### src/rtl/mdr_byte_read_seq.sv
// Read sequencer: one byte or a little-endian word from 8-bit memory into the MDR shift register.
// Optional MISALIGN_TRAP_EN rejects odd-address word reads with a one-cycle err pulse.
module mdr_byte_read_seq #(
  parameter int ADDR_W  = 16,
  parameter int MEM_LAT = 1
) (
  input  logic              clk,
  input  logic              rst,
  input  logic              req_valid,
  output logic              req_ready,
  input  logic [ADDR_W-1:0] req_addr,
  input  logic              req_word,
  output logic              mem_rd,
  output logic [ADDR_W-1:0] mem_addr,
  input  logic              mem_wait,
  output logic              byte_low_we,
  output logic              byte_high_we,
  output logic              byte_high_rst,
  output logic              done,
  output logic              err
);

  typedef enum logic [2:0] {IDLE, RD_LO, WT_LO, RD_HI, WT_HI, DONE} state_t;

  localparam logic [3:0] CNT_INIT = 4'(MEM_LAT - 1);

  state_t            state, state_nx;
  logic [ADDR_W-1:0] addr_q, maddr_q;
  logic              word_q;
  logic [3:0]        cnt_q, cnt_nx;
  logic              trap_q, trap_nx;
  logic              accept, misalign;
  logic              rd_c, lo_c, hi_c, hrst_c, done_c;

  assign req_ready = (state == IDLE) & ~rst;
  assign accept    = req_valid & req_ready;

`ifdef MISALIGN_TRAP_EN
  assign misalign = req_word & req_addr[0];
  assign err      = (state == DONE) & trap_q & ~rst;
`else
  assign misalign = 1'b0;
  assign err      = 1'b0;
`endif

  always_comb begin
    state_nx = state;
    cnt_nx   = cnt_q;
    trap_nx  = trap_q;
    mem_addr = maddr_q;
    rd_c     = 1'b0;
    lo_c     = 1'b0;
    hi_c     = 1'b0;
    hrst_c   = 1'b0;
    done_c   = 1'b0;
    case (state)
      IDLE: begin
        if (accept) begin
          trap_nx  = misalign;
          state_nx = misalign ? DONE : RD_LO;
        end
      end
      RD_LO: begin
        rd_c     = 1'b1;
        mem_addr = addr_q;
        cnt_nx   = CNT_INIT;
        state_nx = WT_LO;
      end
      WT_LO: begin
        if (!mem_wait) begin
          if (cnt_q == 4'd0) begin
            lo_c     = 1'b1;
            hrst_c   = ~word_q;
            state_nx = word_q ? RD_HI : DONE;
          end else begin
            cnt_nx = cnt_q - 4'd1;
          end
        end
      end
      RD_HI: begin
        rd_c     = 1'b1;
        mem_addr = addr_q + ADDR_W'(1);
        cnt_nx   = CNT_INIT;
        state_nx = WT_HI;
      end
      WT_HI: begin
        if (!mem_wait) begin
          if (cnt_q == 4'd0) begin
            hi_c     = 1'b1;
            state_nx = DONE;
          end else begin
            cnt_nx = cnt_q - 4'd1;
          end
        end
      end
      DONE: begin
        // a trapped request reuses DONE to emit err instead of done
        done_c   = ~trap_q;
        trap_nx  = 1'b0;
        state_nx = IDLE;
      end
      default: state_nx = IDLE;
    endcase
  end

  // reset cycle suppresses every strobe even though state still holds the old value
  assign mem_rd        = rd_c   & ~rst;
  assign byte_low_we   = lo_c   & ~rst;
  assign byte_high_we  = hi_c   & ~rst;
  assign byte_high_rst = hrst_c & ~rst;
  assign done          = done_c & ~rst;

  always_ff @(posedge clk) begin
    if (rst) begin
      state   <= IDLE;
      cnt_q   <= 4'd0;
      trap_q  <= 1'b0;
      addr_q  <= '0;
      word_q  <= 1'b0;
      maddr_q <= '0;
    end else begin
      state   <= state_nx;
      cnt_q   <= cnt_nx;
      trap_q  <= trap_nx;
      maddr_q <= mem_addr;
      if (accept) begin
        addr_q <= req_addr;
        word_q <= req_word;
      end
    end
  end

endmodule

### config.mk
export PLATFORM = sky130hd
export DESIGN_NAME = mdr_byte_read_seq
export DESIGN_NICKNAME = d
export VERILOG_FILES = /design/src/rtl/mdr_byte_read_seq.sv
export SDC_FILE = /design/constraint.sdc
export NUM_CORES = 1
export LEC_CHECK = 0
export ABC_AREA = 0
export BUFFER_PORTS_ARGS = -buffer_cell sky130_fd_sc_hd__buf_2
export CAP_MARGIN = 20
export CORE_MARGIN = 2
export CORE_UTILIZATION = 45
export DETAILED_ROUTE_END_ITERATION = 10
export PLACE_DENSITY_LB_ADDON = 0.3
export SYNTH_ARGS = -nofsm -noshare
export SYNTH_HDL_FRONTEND = slang
export SYNTH_SLANG_ARGS = --single-unit
### constraint.sdc
create_clock -name clk -period 1.6 [get_ports clk]
set_input_delay 0.08 -clock clk [delete_from_list [all_inputs] [get_ports clk]]
set_output_delay 0.08 -clock clk [all_outputs]
set_load 0.01 [all_outputs]
## Yosys cells after proc, flatten, opt, wreduce, memory -nomap -nowiden

Index checks and enable logic that the tools add are counted.

| storage, ports and cells | value |
|---|---|
| output and inout bits | 23 |
| input bits | 21 |
| logic and storage cells | 61 |
| bits in registers | 41 |

| operators by class | value |
|---|---|
| eq/ne operators | 12 |
| reduce and logical (&&, ||, !) cells | 9 |
| bitwise gates (word level) | 10 |
| add/subtract/negate cells | 2 |
| multiplexer cells | 22 |

Operator list:

| kind | number |
|---|---|
| 16-bit case mux with 2 select lines | 1 |
| 3-bit two-way mux | 6 |
| 16-bit by 1-bit adder with 16-bit output, second input constant | 1 |
| 3-bit case mux with 5 select lines | 1 |
| 2-bit != test, second input constant | 7 |
| 1-bit two-way mux | 10 |
| 4-bit two-way mux | 2 |
| 4-bit case mux with 2 select lines | 1 |
| 1-bit bitwise AND | 7 |
| 3-bit by 2-bit equality test with 1-bit output, second input constant | 2 |
| 3-bit equality test, second input constant | 2 |
| 5-bit AND reduction | 1 |
| 4-bit zero test | 1 |
| 2-bit nonzero test | 2 |
| 2-bit OR reduction | 2 |
| 4-bit by 1-bit subtractor with 4-bit output, second input constant | 1 |
| 3-bit by 1-bit equality test with 1-bit output, second input constant | 1 |
| 3-bit zero test | 1 |
| 1-bit inverter | 3 |
| 3-bit AND reduction | 1 |
| 1-bit case mux with 2 select lines | 1 |
| 2-bit AND reduction | 1 |

## Longest topological paths before layout

Gate-level depths: netlist of run 1.

| logic depth | value |
|---|---|
| word-level depth | 5 |
| depth in mapped cells | 7 |
| depth with buffers taken out | 6 |

## Worst setup path after synthesis of run 1

Ideal clock, no wire load.

| timing path | value |
|---|---|
| path kind | register to register |
| start | register state[2] |
| end | register addr_q[0] |
| buffers on the path | 3 |
| data arrival time | 1.456 ns |
| stages on the path, launching flop included | 7 |
| library setup time | 0.122 ns |
| clock period less this slack | 1.579 ns |
| slack | 0.021 ns |
| required time | 1.478 ns |
| path through | dfxtp_1 > buf_2 > nor4_1 > and2_1 > buf_2 > buf_2 > o21ai_0 |

| on the way | value |
|---|---|
| word-level cells in the longest chain between the ends | 3 |

RTL lines:

| item | RTL line | RTL |
|---|---|---|
| start: declaration | 27 | `state_t state, state_nx;` |
| start signal: assignment | 122 | `state <= state_nx;` |
| 3-bit zero test | 35 | `assign req_ready = (state == IDLE) & ~rst;` |
| 1-bit bitwise AND | 35 |  |
| net req_ready | 10 | `output logic req_ready,` |
| 1-bit bitwise AND | 36 | `assign accept = req_valid & req_ready;` |
| end signal: assignment | 127 | `addr_q <= req_addr;` |
| end: declaration | 28 | `logic [ADDR_W-1:0] addr_q, maddr_q;` |

The timed path passes the listed nets, and every way through them passes these cells.
A chain may end at the register's enable or synchronous reset.

## Worst setup path in the final report of run 1

| timing path | value |
|---|---|
| start | register addr_q[5] |
| end | output mem_addr[15] |

| on the way | value |
|---|---|
| word-level cells in the longest chain between the ends | 2 |

RTL lines:

| item | RTL line | RTL |
|---|---|---|
| 16-bit by 1-bit adder with 16-bit output | 82 | `mem_addr = addr_q + ADDR_W'(1);` |
| 16-bit case mux with 2 select lines | 56 | `case (state)` |
| end: declaration | 14 | `output logic [ADDR_W-1:0] mem_addr,` |

No other way between the ends.

==> out/summary.md, run 1 <==
### GRT
* GRT Util Overall: 0.217
* total gr overflow: 0
* via count of the first global-routing pass: 1906
* largest net degree at the start of global routing: 36
* wire length of the first global-routing pass: 8.80 mm
* initial antenna violation count: 0

### Die
* number of placement rows: 24
* Std-Cell Core Area: 0.00435 mm²
* die area: 0.00506 mm²
* Ports: 44
* Die X-Extent: 71.2 µm
* Initial Utilization: 0.466
* Die H: 71.2 µm

### Worst hold path
* hold-critical path depth: 3
* worst min-delay path category: primary input to register
* startpoint of the lowest-slack hold path: req_addr[2]
* endpoint with the worst hold slack: addr_q[2]

### Status
* outcome: complete, but fails checks
* violations in the final reports: setup timing

### Yosys
* proportion of synthesized chip area in sequential cells: 0.395
* Post-Syn Nets: 264
* top post-synthesis cells by count: sky130_fd_sc_hd__dfxtp_1, sky130_fd_sc_hd__nand2_1, sky130_fd_sc_hd__nor2_1
* syn avg cell area: 8.46 µm²
* area of the mapped netlist: 0.00203 mm²
* flops & latches, synth: 40
* post-synthesis cell type with the largest combined area: sky130_fd_sc_hd__dfxtp_1
* post-synth cell types: 39
* number of flops mapped to enable cells by yosys: 0
* number of warnings printed during yosys synthesis: 0
* proportion of register bits with asynchronous set or reset after synthesis: 0
* area fraction of the dominant cell type after synthesis: 0.395
* top post-synthesis cells by area: sky130_fd_sc_hd__dfxtp_1, sky130_fd_sc_hd__xnor2_1, sky130_fd_sc_hd__nand2_1, sky130_fd_sc_hd__nand2b_1, sky130_fd_sc_hd__nor2_1
* ys flop type: sky130_fd_sc_hd__dfxtp_1
* instance count of the mapped netlist: 240
* most numerous cell in the Yosys netlist: sky130_fd_sc_hd__dfxtp_1

### Worst setup path
* critical setup path kind: register to output port
* cells along the critical path: nand4_4, nor3_2, a211oi_1, nor3_1, buf_2
* Crit. End Element: output port
* Worst R2R Path Depth: 6
* critical path fanouts, max: 5
* Worst R2R End: state[1]
* Reg2Reg Launch Point: cnt_q[1]
* flop2flop setup slack: 20 ps
* highest cell delay on the worst timing path: 390 ps
* cell with the largest stage delay on the worst path: sky130_fd_sc_hd__dfxtp_4
* Crit path required time: 1520 ps
* worst path arrival time: 1690 ps
* origin of the worst setup path: addr_q[5]
* crit path launch type: register

### Cells and area
* share of the core filled with cells in the final layout: 0.733
* layout cells sized above 1: 0.488
* final antenna diode count: 0
* synthesis-to-finish area growth: 57.3%
* nets@finish: 349
* post-route insts no fill: 378

### Timing
* number of setup violations in the final report: 12
* unrepaired setup endpoints after global routing: yes
* Hold Vio Cnt, Final: 0
* worst clock skew: 6.65 ps
* period utilisation layout: 1.11
* post-route minimum period: 1770 ps
* Worst Hold Margin: 56.9 ps
* Setup WS post-layout: -175 ps
* Max Freq: 563 MHz
* number of max-slew violations in the final report: 0

### Detailed routing
* DRC: 0
* count of TritonRoute iterations in the first routing pass: 4
* number of DRC markers in iteration 0: 136
* number of vias after detailed routing: 2068
* Routed Wire Length: 6.21 mm
* post-route ant nets: 0
* Vias per Instance: 5.47
* detail-routed net length per standard cell: 16.4 µm

### Clocking
* CTS Buf Count: 5
* buffer type at the clock tree root: sky130_fd_sc_hd__clkbuf_8
* clock tree from TritonCTS: done
* maximum number of buffers from clock root to sink: 2
* number of levels in the clock H-tree: 2
* number of sinks handled by clock tree synthesis: 40
* clock slew at reported path FFs: 70 ps
* clock latency on the worst-skew pair: 300 ps

### Job
* Max Cap Violations: 0

### Placed design
* post-placement cell count: 338
* PortBufs: 42
* final RePlAce weighted congestion: 0.782
* setup slack at placement: -23.5 ps
* dpl hpwl: 3.08 mm

### Pwr
* P_leak: 1.33 nW
* P per Cell Area: 812 mW/mm²
* maximum vdd ir drop: 0.000431 V

[worst max path at each step]
| stage | to | cells after the start | slack (ps) |
|---|---|---|---|
| global route | mem_addr[15] | 5 | -290 |
| CTS | byte_high_rst | 5 | -130 |
| global placement | cnt_q[1] | 6 | 40 |
| detailed placement | cnt_q[1] | 6 | -20 |
| finish | mem_addr[15] | 5 | -170 |
| floorplan | addr_q[0] | 6 | 20 |
[worst max-delay path, delay by kind of cell, from the launching register on]
family | cells | cell delay [ps]
AOI/OAI and AO/OA | 1 | 130
DFF | 1 | 390
and+or+nand+nor | 3 | 700
buffers and inverters | 1 | 170
[layer usage]
layer  part of all wire  global-route usage
met1               0.43               0.290
met2               0.48               0.345
met3              0.054              0.0513
met4              0.032              0.0755
met5                  0                   0
[power by group]
part | switching, mW | total [mW] | internal [mW] | leakage, nW
logic | 0.372 | 0.713 | 0.341 | 0.946
clock network | 0.349 | 0.700 | 0.352 | 0.0455
registers | 0.0956 | 1.18 | 1.08 | 0.338
total | 0.816 | 2.59 | 1.78 | 1.33
[cell usage in the layout, fill, tap and decap left out, types with 3 or more instances in the layout]
cell type	n
sky130_fd_sc_hd__nor3_2	4
sky130_fd_sc_hd__dlygate4sd3_1	16
sky130_fd_sc_hd__clkbuf_8	6
sky130_fd_sc_hd__o21ai_2	3
sky130_fd_sc_hd__nor3_1	6
sky130_fd_sc_hd__dfxtp_1	21
sky130_fd_sc_hd__buf_4	27
sky130_fd_sc_hd__dfxtp_4	10
sky130_fd_sc_hd__o31ai_1	4
sky130_fd_sc_hd__nor2b_1	4
sky130_fd_sc_hd__nor2_1	21
sky130_fd_sc_hd__o21ai_0	12
sky130_fd_sc_hd__nand4_1	4
sky130_fd_sc_hd__nand2_1	24
sky130_fd_sc_hd__nand4_4	3
sky130_fd_sc_hd__a21oi_2	5
sky130_fd_sc_hd__buf_6	5
sky130_fd_sc_hd__xnor2_2	9
sky130_fd_sc_hd__inv_1	4
sky130_fd_sc_hd__buf_2	42
sky130_fd_sc_hd__a211oi_2	4
sky130_fd_sc_hd__nor4_4	3
sky130_fd_sc_hd__nor3_4	5
sky130_fd_sc_hd__xor2_1	5
sky130_fd_sc_hd__a211oi_1	6
sky130_fd_sc_hd__a21oi_1	5
sky130_fd_sc_hd__dfxtp_2	9
sky130_fd_sc_hd__nand2b_1	13
sky130_fd_sc_hd__mux2i_1	3
[cell type report]
type                       instances  area (µm²)
timing repair buffer              93         694
tap                               52        65.1
sequential                        40         850
clock buffer                       8        90.1
inverter                           6        22.5
fill                             294        1160
multi-input combinational        179        1470
[kinds of logic (layout without fill, tap and decap cells)]
| logic type | Yosys count | count (layout) | share of synthesized area |
|---|---|---|---|
| other | 1 | 1 | 0.00185 |
| multiplexers | 4 | 4 | 0.0203 |
| flip-flops | 40 | 40 | 0.395 |
| AND/OR/NAND/NOR | 110 | 111 | 0.304 |
| adder cells (fa/ha/maj) | 3 | 3 | 0.0185 |
| buffers and inverters | 22 | 107 | 0.0506 |
| XOR/XNOR | 16 | 16 | 0.0690 |
| AO/OA/AOI/OAI | 44 | 44 | 0.141 |
[through the flow]
step | area [µm²] | TNS, ps | power [mW]
finish | 3190 | -1200 | 2.59
global placement | 2400 | 0 | 1.68
detailed placement | 2400 | -23.5 | 1.69
global route | 3190 | -2390 | 2.71
floorplan | 2030 | 0 | 1.49
CTS | 2880 | -1130 | 2.46
[state kept, by name, summed over array words and instances (netlist names)]
name     count
addr_q      16
maddr_q     16
cnt_q        4
state        3
word_q       1
[what timing repair did]
item,in CTS,in global routing
gates resized for setup,44,54
pin swaps,20,25
setup buffers,8,6
hold buffers,16,0
endpoints found under the hold margin,16,0
setup endpoints to repair,20,39
gates cloned,1,1
Note: power is estimated with default switching activity, not from simulation.
==> run 2: changes to the inputs <==
RECOVER_POWER = 25   (was not set)
==> run 2 against run 1 <==
Against the previous run:
- the run still ends with setup timing left
- maximum frequency increased by 0.11%
- global-route usage did not move
- worst setup slack gained 2.0 ps
- routed wire length grew 0.52%
- sequential power about the same
- first-iteration DRC count is 2.2% higher
- worst hold slack worse by 1.4 ps
- die area unchanged
- critical endpoint is now mem_addr[11]
==> out/summary.md, run 2 (synthesized netlist as in run 1, its figures left out) <==
### Placed design
* PortBufs: 42
* Area after DPL: 0.00240 mm²
* setup slack at placement: -23.5 ps
* post-placement cell count: 338
* final RePlAce weighted congestion: 0.782
* dpl hpwl: 3.08 mm

### Detailed routing
* DRC: 0
* number of vias after detailed routing: 2073
* Vias per Instance: 5.48
* Routed Wire Length: 6.24 mm
* post-route ant nets: 0
* number of DRC markers in iteration 0: 139
* detail-routed net length per standard cell: 16.5 µm
* count of TritonRoute iterations in the first routing pass: 4

### Timing
* period utilisation layout: 1.11
* number of setup violations in the final report: 18
* post-route minimum period: 1770 ps
* worst clock skew: 7.09 ps
* Hold Vio Cnt, Final: 0
* Max Freq: 564 MHz
* number of max-slew violations in the final report: 0
* Setup WS post-layout: -173 ps
* unrepaired setup endpoints after global routing: yes
* setup tns final: -1970 ps

### Worst setup path
* cell with the largest stage delay on the worst path: sky130_fd_sc_hd__dfxtp_2
* Worst R2R Path Depth: 6
* kind of cell adding the most delay to the critical path: buffers and inverters
* worst path arrival time: 1690 ps
* Crit path required time: 1520 ps
* most used cell along the critical path: sky130_fd_sc_hd__buf_6
* Reg2Reg Launch Point: cnt_q[1]
* crit path launch type: register
* worst path buffer plus inverter count: 3
* cells along the critical path: buf_6, nand3_4, buf_6, nor4_4, xnor2_2, a21oi_2, buf_2
* Worst R2R End: state[1]
* Crit. End Element: output port
* flop2flop setup slack: 20 ps
* critical path fanouts, max: 5
* critical setup path kind: register to output port
* highest cell delay on the worst timing path: 370 ps

### Clocking
* clock tree from TritonCTS: done
* maximum number of buffers from clock root to sink: 2
* CTS Buf Count: 5
* number of levels in the clock H-tree: 2
* buffer type at the clock tree root: sky130_fd_sc_hd__clkbuf_8
* clock slew at reported path FFs: 70 ps
* number of sinks handled by clock tree synthesis: 40
* clock latency on the worst-skew pair: 300 ps

### Die
* Die X-Extent: 71.2 µm
* number of placement rows: 24
* Ports: 44
* Std-Cell Core Area: 0.00435 mm²
* Die H: 71.2 µm
* die area: 0.00506 mm²
* Initial Utilization: 0.466

### Cells and area
* nets@finish: 349
* final antenna diode count: 0
* post-route insts no fill: 378
* combined flip-flop and latch cell area: 850 µm²
* layout cells sized above 1: 0.472
* synthesis-to-finish area growth: 56.2%
* count of filler cells inserted in the layout: 300
* largest registers ranked by flip-flop count: addr_q x16, maddr_q x16, cnt_q x4
* commonest cells after routing, fill and taps aside: sky130_fd_sc_hd__buf_2, sky130_fd_sc_hd__buf_4, sky130_fd_sc_hd__nand2_1, sky130_fd_sc_hd__nor2_1, sky130_fd_sc_hd__dfxtp_1
* post-route design area: 0.00317 mm²
* most common cell after layout, fill and taps aside: sky130_fd_sc_hd__buf_2
* combined area of the multi-input logic cells: 0.00145 mm²

### GRT
* GR met2 Demand/Resource: 0.345
* GRT Util Overall: 0.217
* met3 capacity usage during global routing: 0.0513
* total gr overflow: 0
* via count of the first global-routing pass: 1906
* largest net degree at the start of global routing: 36
* wire length of the first global-routing pass: 8.80 mm
* most used routing layer in global routing: met2
* global-route track usage on met1: 0.290
* initial antenna violation count: 0

### Worst hold path
* startpoint of the lowest-slack hold path: req_addr[2]
* worst min-delay path category: primary input to register
* endpoint with the worst hold slack: addr_q[2]
* hold-critical path depth: 3

### Status
* outcome: complete, but fails checks
* violations in the final reports: setup timing

### Pwr
* P_leak: 1.31 nW
* maximum vdd ir drop: 0.000429 V
* P per Cell Area: 817 mW/mm²

### Job
* Max Cap Violations: 0

[run 2: layout make-up]
type / instances / share of cell area
timing repair buffer: 93 / 0.218
tap: 52 / 0.0205
sequential: 40 / 0.268
multi-input combinational: 179 / 0.458
clock buffer: 8 / 0.0284
inverter: 6 / 0.00711
[run 2: what timing repair did]
action | in CTS | in global routing
endpoints found under the hold margin | 16 | 0
setup endpoints to repair | 20 | 39
hold buffers | 16 | 0
gates cloned | 1 | 1
gates resized for setup | 44 | 54
pin swaps | 20 | 25
setup buffers | 8 | 6
[run 2: worst min-delay path: stages]
cell and delay, ps:
sky130_fd_sc_hd__buf_2 80, sky130_fd_sc_hd__nand2_1 60, sky130_fd_sc_hd__o21ai_0 90
[run 2: stage by stage]
stage	hold WS [ps]	power, mW	util
final	55.4	2.59	0.728
after CTS	14.4	2.46	0.662
after floorplan	188	1.49	-
after detailed placement	279	1.69	0.552
after global routing	79.4	2.70	0.728
after global placement	274	1.68	0.552
[run 2: power breakdown]
| group | switching, mW | internal, mW | leakage (nW) | total (mW) |
|---|---|---|---|---|
| Clock | 0.350 | 0.352 | 0.0455 | 0.702 |
| Combinational | 0.371 | 0.338 | 0.923 | 0.708 |
| Sequential | 0.0955 | 1.08 | 0.338 | 1.18 |
[run 2: worst max path at each step]
stage	start	endpoint	slack, ps	depth (start not counted)
floorplan	state[2]	addr_q[0]	20	6
global placement	cnt_q[1]	cnt_q[1]	40	6
detailed placement	cnt_q[1]	cnt_q[1]	-20	6
CTS	cnt_q[1]	byte_high_rst	-130	5
global route	addr_q[5]	mem_addr[15]	-290	5
finish	addr_q[0]	mem_addr[11]	-170	7
[run 2: per-layer routing]
metal  share of wire  wire length, µm  up-vias
met2            0.48             3000       68
met5               0                0        -
li1                -                -     1004
met4           0.036              226        0
met3           0.042              261       18
met1            0.44             2760      983
